===== config.mk =====
export PLATFORM = sky130hd
export DESIGN_NAME = uart_core
export DESIGN_NICKNAME = d
export VERILOG_FILES = /design/src/rtl/uart_core.sv
export SDC_FILE = /design/constraint.sdc
export NUM_CORES = 1
export LEC_CHECK = 0
export ABC_AREA = 1
export ABC_CLOCK_PERIOD_IN_PS = 2200
export BUFFER_PORTS_ARGS = -buffer_cell sky130_fd_sc_hd__buf_2
export CORE_MARGIN = 5
export CORE_UTILIZATION = 59
export CTS_CLUSTER_DIAMETER = 150
export CTS_CLUSTER_SIZE = 10
export DETAILED_ROUTE_END_ITERATION = 10
export PLACE_DENSITY = 0.86
export RECOVER_POWER = 25
export SETUP_SLACK_MARGIN = 0.3
export SYNTH_ARGS = -nofsm -noshare
export SYNTH_HDL_FRONTEND = slang
export SYNTH_SLANG_ARGS = --single-unit

===== constraint.sdc =====
create_clock -name clock -period 2.2 [get_ports clock]
set_input_delay 0.33 -clock clock [delete_from_list [all_inputs] [get_ports clock]]
set_output_delay 0.33 -clock clock [all_outputs]
set_load 0.01 [all_outputs]

===== src/rtl/uart_core.sv =====
// UART core: oversampled transmitter and receiver with a synchronous active-low reset.
// Defining UART_PARITY_EN adds an even-parity bit after the data bits in both directions.
module uart_core #(
    parameter int BYTESIZES           = 8,
    parameter int OVERSAMPLING        = 16,
    parameter int BAUDRATE            = 9600,
    parameter int COUNTER_CLOCK_INPUT = 50_000_000
) (
    input  logic                 clock,
    input  logic                 nreset,
    input  logic                 valid_tx_in,
    input  logic [BYTESIZES-1:0] data_tx_in,
    output logic                 ready_tx_out,
    output logic                 sdata_tx_out,
    input  logic                 sdata_rx_in,
    input  logic                 valid_rx_in,
    output logic                 ready_rx_out,
    output logic [BYTESIZES+3:0] data_rx_out
);

`ifdef UART_PARITY_EN
    localparam bit PARITY_EN = 1'b1;
`else
    localparam bit PARITY_EN = 1'b0;
`endif

    localparam int DIV_RAW = COUNTER_CLOCK_INPUT / (BAUDRATE * OVERSAMPLING);
    localparam int DIV     = (DIV_RAW < 1) ? 1 : DIV_RAW;
    localparam int DIV_W   = (DIV > 1) ? $clog2(DIV) : 1;
    localparam int OS_W    = (OVERSAMPLING > 1) ? $clog2(OVERSAMPLING) : 1;
    localparam int BIT_W   = (BYTESIZES > 1) ? $clog2(BYTESIZES) : 1;

    localparam logic [DIV_W-1:0] DIV_LAST  = DIV_W'(DIV - 1);
    localparam logic [OS_W-1:0]  OS_LAST   = OS_W'(OVERSAMPLING - 1);
    localparam logic [OS_W-1:0]  HALF_LAST = OS_W'(OVERSAMPLING / 2 - 1);
    localparam logic [BIT_W-1:0] BIT_LAST  = BIT_W'(BYTESIZES - 1);

    typedef enum logic [2:0] {
        IDLE,
        START,
        DATA,
        PARITY,
        STOP
    } state_t;

    // ------------------------------------------------------------------
    // Transmitter
    // ------------------------------------------------------------------
    state_t               tx_state;
    state_t               tx_state_next;
    logic                 tx_accept;
    logic [DIV_W-1:0]     tx_div_cnt;
    logic [OS_W-1:0]      tx_os_cnt;
    logic [BIT_W-1:0]     tx_bit_cnt;
    logic [BYTESIZES-1:0] tx_shift;
    logic                 tx_parity;
    logic                 tx_tick;
    logic                 tx_bit_end;

    assign tx_tick    = (tx_div_cnt == DIV_LAST);
    assign tx_bit_end = tx_tick && (tx_os_cnt == OS_LAST);

    // NOTE: sequential state uses non-blocking assignments so every flop samples pre-edge values.
    always_ff @(posedge clock) begin
        if (!nreset) begin
            tx_state <= IDLE;
        end else begin
            tx_state <= tx_state_next;
        end
    end

    always_comb begin
        // NOTE: every signal driven here gets a default first, so no path can infer a latch.
        tx_state_next = tx_state;
        tx_accept     = 1'b0;
        ready_tx_out  = 1'b0;
        sdata_tx_out  = 1'b1;
        case (tx_state)
            IDLE: begin
                ready_tx_out = 1'b1;
                if (valid_tx_in) begin
                    tx_accept     = 1'b1;
                    tx_state_next = START;
                end
            end
            START: begin
                sdata_tx_out = 1'b0;
                if (tx_bit_end) tx_state_next = DATA;
            end
            DATA: begin
                sdata_tx_out = tx_shift[0];
                if (tx_bit_end && (tx_bit_cnt == BIT_LAST)) begin
                    tx_state_next = PARITY_EN ? PARITY : STOP;
                end
            end
            PARITY: begin
                sdata_tx_out = tx_parity;
                if (tx_bit_end) tx_state_next = STOP;
            end
            STOP: begin
                if (tx_bit_end) tx_state_next = IDLE;
            end
            default: tx_state_next = IDLE;
        endcase
    end

    // Bit timing restarts on every accept so each frame gets exact bit periods.
    always_ff @(posedge clock) begin
        if (!nreset) begin
            tx_div_cnt <= '0;
            tx_os_cnt  <= '0;
            tx_bit_cnt <= '0;
            tx_shift   <= '0;
            tx_parity  <= 1'b0;
        end else if (tx_accept) begin
            tx_div_cnt <= '0;
            tx_os_cnt  <= '0;
            tx_bit_cnt <= '0;
            tx_shift   <= data_tx_in;
            tx_parity  <= ^data_tx_in;
        end else if (tx_state != IDLE) begin
            tx_div_cnt <= tx_tick ? '0 : tx_div_cnt + 1'b1;
            if (tx_tick) begin
                tx_os_cnt <= (tx_os_cnt == OS_LAST) ? '0 : tx_os_cnt + 1'b1;
            end
            if (tx_bit_end && (tx_state == DATA)) begin
                tx_shift   <= {1'b0, tx_shift[BYTESIZES-1:1]};
                tx_bit_cnt <= tx_bit_cnt + 1'b1;
            end
        end
    end

    // ------------------------------------------------------------------
    // Receiver
    // ------------------------------------------------------------------
    state_t               rx_state;
    state_t               rx_state_next;
    logic [1:0]           rx_sync_q;
    logic                 rx_line;
    logic                 rx_prev;
    logic                 rx_start;
    logic                 rx_done;
    logic [DIV_W-1:0]     rx_div_cnt;
    logic [OS_W-1:0]      rx_os_cnt;
    logic [OS_W-1:0]      rx_limit;
    logic [BIT_W-1:0]     rx_bit_cnt;
    logic [BYTESIZES-1:0] rx_shift;
    logic                 rx_parity_bit;
    logic                 rx_tick;
    logic                 rx_sample;
    logic                 rx_frame_err;
    logic                 rx_parity_err;
    logic                 rx_overrun;
    logic                 rx_break;

    // Synchronizer resets to the idle line level so reset never looks like a start edge.
    always_ff @(posedge clock) begin
        if (!nreset) begin
            rx_sync_q <= 2'b11;
            rx_prev   <= 1'b1;
        end else begin
            rx_sync_q <= {rx_sync_q[0], sdata_rx_in};
            rx_prev   <= rx_sync_q[1];
        end
    end

    assign rx_line   = rx_sync_q[1];
    assign rx_tick   = (rx_div_cnt == DIV_LAST);
    assign rx_limit  = (rx_state == START) ? HALF_LAST : OS_LAST;
    assign rx_sample = rx_tick && (rx_os_cnt == rx_limit);

    always_ff @(posedge clock) begin
        if (!nreset) begin
            rx_state <= IDLE;
        end else begin
            rx_state <= rx_state_next;
        end
    end

    // A start needs a 1->0 edge, so a line held low after a frame error cannot rearm.
    always_comb begin
        rx_state_next = rx_state;
        rx_start      = 1'b0;
        rx_done       = 1'b0;
        case (rx_state)
            IDLE: begin
                if (rx_prev && !rx_line) begin
                    rx_start      = 1'b1;
                    rx_state_next = START;
                end
            end
            START: begin
                if (rx_sample) rx_state_next = rx_line ? IDLE : DATA;
            end
            DATA: begin
                if (rx_sample && (rx_bit_cnt == BIT_LAST)) begin
                    rx_state_next = PARITY_EN ? PARITY : STOP;
                end
            end
            PARITY: begin
                if (rx_sample) rx_state_next = STOP;
            end
            STOP: begin
                if (rx_sample) begin
                    rx_done       = 1'b1;
                    rx_state_next = IDLE;
                end
            end
            default: rx_state_next = IDLE;
        endcase
    end

    always_ff @(posedge clock) begin
        if (!nreset) begin
            rx_div_cnt    <= '0;
            rx_os_cnt     <= '0;
            rx_bit_cnt    <= '0;
            rx_shift      <= '0;
            rx_parity_bit <= 1'b0;
        end else if (rx_start) begin
            rx_div_cnt <= '0;
            rx_os_cnt  <= '0;
            rx_bit_cnt <= '0;
        end else if (rx_state != IDLE) begin
            rx_div_cnt <= rx_tick ? '0 : rx_div_cnt + 1'b1;
            if (rx_tick) begin
                rx_os_cnt <= (rx_os_cnt == rx_limit) ? '0 : rx_os_cnt + 1'b1;
            end
            if (rx_sample && (rx_state == DATA)) begin
                rx_shift   <= {rx_line, rx_shift[BYTESIZES-1:1]};
                rx_bit_cnt <= rx_bit_cnt + 1'b1;
            end
            if (rx_sample && (rx_state == PARITY)) begin
                rx_parity_bit <= rx_line;
            end
        end
    end

    assign rx_frame_err  = ~rx_line;
    assign rx_parity_err = PARITY_EN & ((^rx_shift) ^ rx_parity_bit);
    assign rx_break      = rx_frame_err & (rx_shift == '0) & ~(PARITY_EN & rx_parity_bit);
    assign rx_overrun    = ready_rx_out & ~valid_rx_in;

    // A completing frame wins over an acknowledge in the same cycle.
    always_ff @(posedge clock) begin
        if (!nreset) begin
            ready_rx_out <= 1'b0;
            data_rx_out  <= '0;
        end else if (rx_done) begin
            ready_rx_out <= 1'b1;
            data_rx_out  <= {rx_break, rx_overrun, rx_parity_err, rx_frame_err, rx_shift};
        end else if (valid_rx_in) begin
            ready_rx_out <= 1'b0;
        end
    end

endmodule


==> impl_metrics.csv <==
group,metric,value,unit
worst_setup_path,critPathArrivalTime,2.20,ns
sta,slew_viol_final,0,
power_and_ir_drop,p_per_area,825.4,mW/mm2
synthesis,yosysUniqueCellTypes,41,
cts,clock_sinks,70,
global_routing,grt_pass1_vias,2880,
hold_path,hold_path_class,"primary input to flop",
synthesis,syn_area_per_cell,7.736,um2
hold_path,hp-start,"sdata_rx_in",
route,drc,0,
synthesis,ys.flop_type,"dfxtp_1",
worst_setup_path,rr_worst_depth,9,
sta,setup_tns,0,ns
sta,fin_skew,0.01121,ns
global_routing,grt_max_degree,27,
cts,ctsRootBufferMaster,"clkbuf_8",
floorplan,ios,28,
synthesis,synth.area.top_cells,"dfxtp_1, nand2_1, nor2_1",
global_routing,antenna_found_initial,0,
cells_and_area,antenna_cells,0,
synthesis,yosysWarnings,0,
sta,worstMarginPinSlew,1.103,ns
worst_setup_path,r2r_slack,0.28,ns
sta,period_share,0.8717,
floorplan,initial_utilization,0.6069,
place,dp_hpwl,4.850,mm
place,gp_congestion,0.8578,
synthesis,synth_top_area_frac,0.4193,
sta,finalSetupViolations,0,
floorplan,fp.dieH,85.26,um
cts,clk_pin_slew_worst_paths,0.08,ns
sta,relSlewSlack,0.2648,
power_and_ir_drop,ir_worst_vdd,0.5664,mV
route,vias,2859,
sta,rsz0062_at_grt,"true",
worst_setup_path,critical_path_class,"flop to flop",
route,wl_per_cell,12.74,um
floorplan,core_area,0.005507,mm2
synthesis,syn_area,0.003342,mm2
global_routing,overflow,0,
synthesis,syn-instance-count,432,
global_routing,grtUsageTotal,0.2079,
route,drtAntennaViolNets,0,
synthesis,synth_top_area_cell,"dfxtp_1",
sta,min_period,1.918,ns
cts,insertion_delay,0.35,ns
floorplan,die_w,85.26,um
cells_and_area,layout-drive-gt1-share,0.1563,
route,drt_first_pass_iters,4,
cts,numCtsBuffers,9,
worst_setup_path,reg2reg_from,"rx_div_cnt[0]$_SDFFE_PP0N_",
synthesis,ys_seq_area_frac,0.4193,
synthesis,ys_ff_latch,70,
cells_and_area,utilization,0.6717,
sta,max_freq,521.5,MHz
floorplan,die_area,0.007269,mm2
sta,holdWs,0.1698,ns
route,finalWirelength,6.868,mm
sta,finalHoldViolations,0,
worst_setup_path,critPathRequiredTime,2.48,ns
global_routing,grt_pass1_wl,12.21,mm
synthesis,synth_fp_nets,455,
worst_setup_path,endpoint_kind,"flop",
run,drv_cap,0,
place,io_buffers,26,
route,drtIter0Drc,249,
worst_setup_path,cp-start-kind,"flop",
floorplan,rows,27,
cts,cts_hold_buf,0,
synthesis,synth_async_sr_flop_share,0,
hold_path,hold_depth,2,
cts,htree_levels,3,
hold_path,holdPathEnd,"rx_sync_q[0]$_SDFF_PN1_",
status,status,"complete, no violations",
route,vias_per_cell,5.304,
worst_setup_path,r2r_end,"rx_shift[1]$_SDFFE_PN0P_",
cts,cts_tree,"done",
synthesis,synth_most_common_cell,"dfxtp_1",
synthesis,netlist_top_cells_count,"dfxtp_1, nand2_1, nor2_1",
synthesis,synth_edf_count,0,
cells_and_area,area_delta_synth_final,10.67,%
power_and_ir_drop,p_leak,1.450,nW
worst_setup_path,worstPathMaxFanout,16,
cells_and_area,nets,485,
cts,cts_buffer_depth,2,
[power by group]
group	internal [mW]	switching, mW	total (mW)
logic	0.198	0.424	0.622
registers	1.34	0.0566	1.40
clock network	0.531	0.503	1.03
total	2.07	0.984	3.05
[cell type report]
cell class | count | area [um2]
multi-input combinational | 305 | 1700
inverter | 48 | 182.7
fill | 463 | 1808
timing repair buffer | 28 | 125.1
tap | 72 | 90.09
clock inverter | 6 | 71.32
clock buffer | 10 | 127.6
sequential | 70 | 1401
[worst max-delay path: stages (launching register included)]
cell and delay [ns]:
dfxtp_1 0.33, inv_1 0.11, ha_1 0.19, nand4_1 0.14, nor2_2 0.23, nand3_4 0.20, nor2_4 0.13, buf_4 0.21
o21ai_0 0.12, a21oi_1 0.20
[cells in the final DEF, fill, tap and decap left out, types with 5 or more instances in the layout]
cell type / Yosys / final
nand2_2: 6 / 7
inv_2: 5 / 5
o21ai_1: 11 / 12
inv_1: 42 / 42
buf_2: 1 / 13
o21ai_0: 26 / 25
clkbuf_1: 3 / 15
clkbuf_8: 0 / 9
nor2_2: 9 / 8
nand3_1: 24 / 24
xnor2_1: 7 / 7
nand4_1: 6 / 6
nand3_2: 6 / 5
nor2_1: 54 / 55
ha_1: 10 / 10
dfxtp_1: 70 / 70
nor3_1: 16 / 16
nand2_1: 59 / 58
a21oi_1: 32 / 32
[registers in the layout, summed over array words and instances (netlist names)]
signal	cells
ready_rx_out	1
tx_state	3
data_rx_out	11
tx_os_cnt	4
rx_state	3
tx_parity	1
tx_bit_cnt	3
tx_div_cnt	9
rx_bit_cnt	3
rx_prev	1
rx_os_cnt	4
rx_div_cnt	9
rx_sync_q	2
tx_shift	8
rx_shift	8
[worst max path at each step]
stage | startpoint | endpoint | cells after the start | slack (ns)
detailed placement | rx_div_cnt[0]$_SDFFE_PP0N_ | rx_shift[0]$_SDFFE_PN0P_ | 9 | 0.32
finish | rx_div_cnt[0]$_SDFFE_PP0N_ | rx_shift[1]$_SDFFE_PN0P_ | 9 | 0.28
floorplan | rx_div_cnt[0]$_SDFFE_PP0N_ | rx_state[1]$_SDFFE_PN0P_ | 10 | 0.69
global route | rx_div_cnt[0]$_SDFFE_PP0N_ | rx_shift[2]$_SDFFE_PN0P_ | 9 | 0.14
global placement | rx_div_cnt[0]$_SDFFE_PP0N_ | rx_shift[4]$_SDFFE_PN0P_ | 9 | 0.41
CTS | rx_div_cnt[0]$_SDFFE_PP0N_ | rx_shift[1]$_SDFFE_PN0P_ | 9 | 0.33
[per-layer routing]
layer  up-vias  routed length (um)  track usage
li1       1480                   -            -
met1      1309                3096       0.2351
met2        53                3356       0.3517
met3        17                 253      0.05922
met4         0                 161       0.1122
met5         -                   0            0
[logic make-up after synthesis]
| logic type | count (synthesis) | synth area share |
|---|---|---|
| other cells | 1 | 0.001122 |
| fa+ha+maj | 10 | 0.03744 |
| flops | 70 | 0.4193 |
| simple gates | 198 | 0.2954 |
| xor+xnor | 11 | 0.02883 |
| buf+inv | 57 | 0.07413 |
| compound gates | 85 | 0.1438 |
[through the flow]
step	total power, mW	setup slack (ns)	instances	area [um2]
2_1_floorplan	1.899	0.6933	432	3342
5_1_grt	3.228	0.1447	539	3699
3_5_place_dp	2.037	0.3223	523	3512
4_1_cts	3.069	0.3257	539	3719
6_report	3.053	0.2823	539	3699
3_3_place_gp	2.006	0.4061	523	3512
[what timing repair did]
item / CTS / global route
resized for setup: 1 / 2
setup buffers: 0 / 0
hold endpoints to repair: 0 / 0
setup endpoints to repair: 2 / 24
No activity file was read; power rests on OpenSTA's default activity.
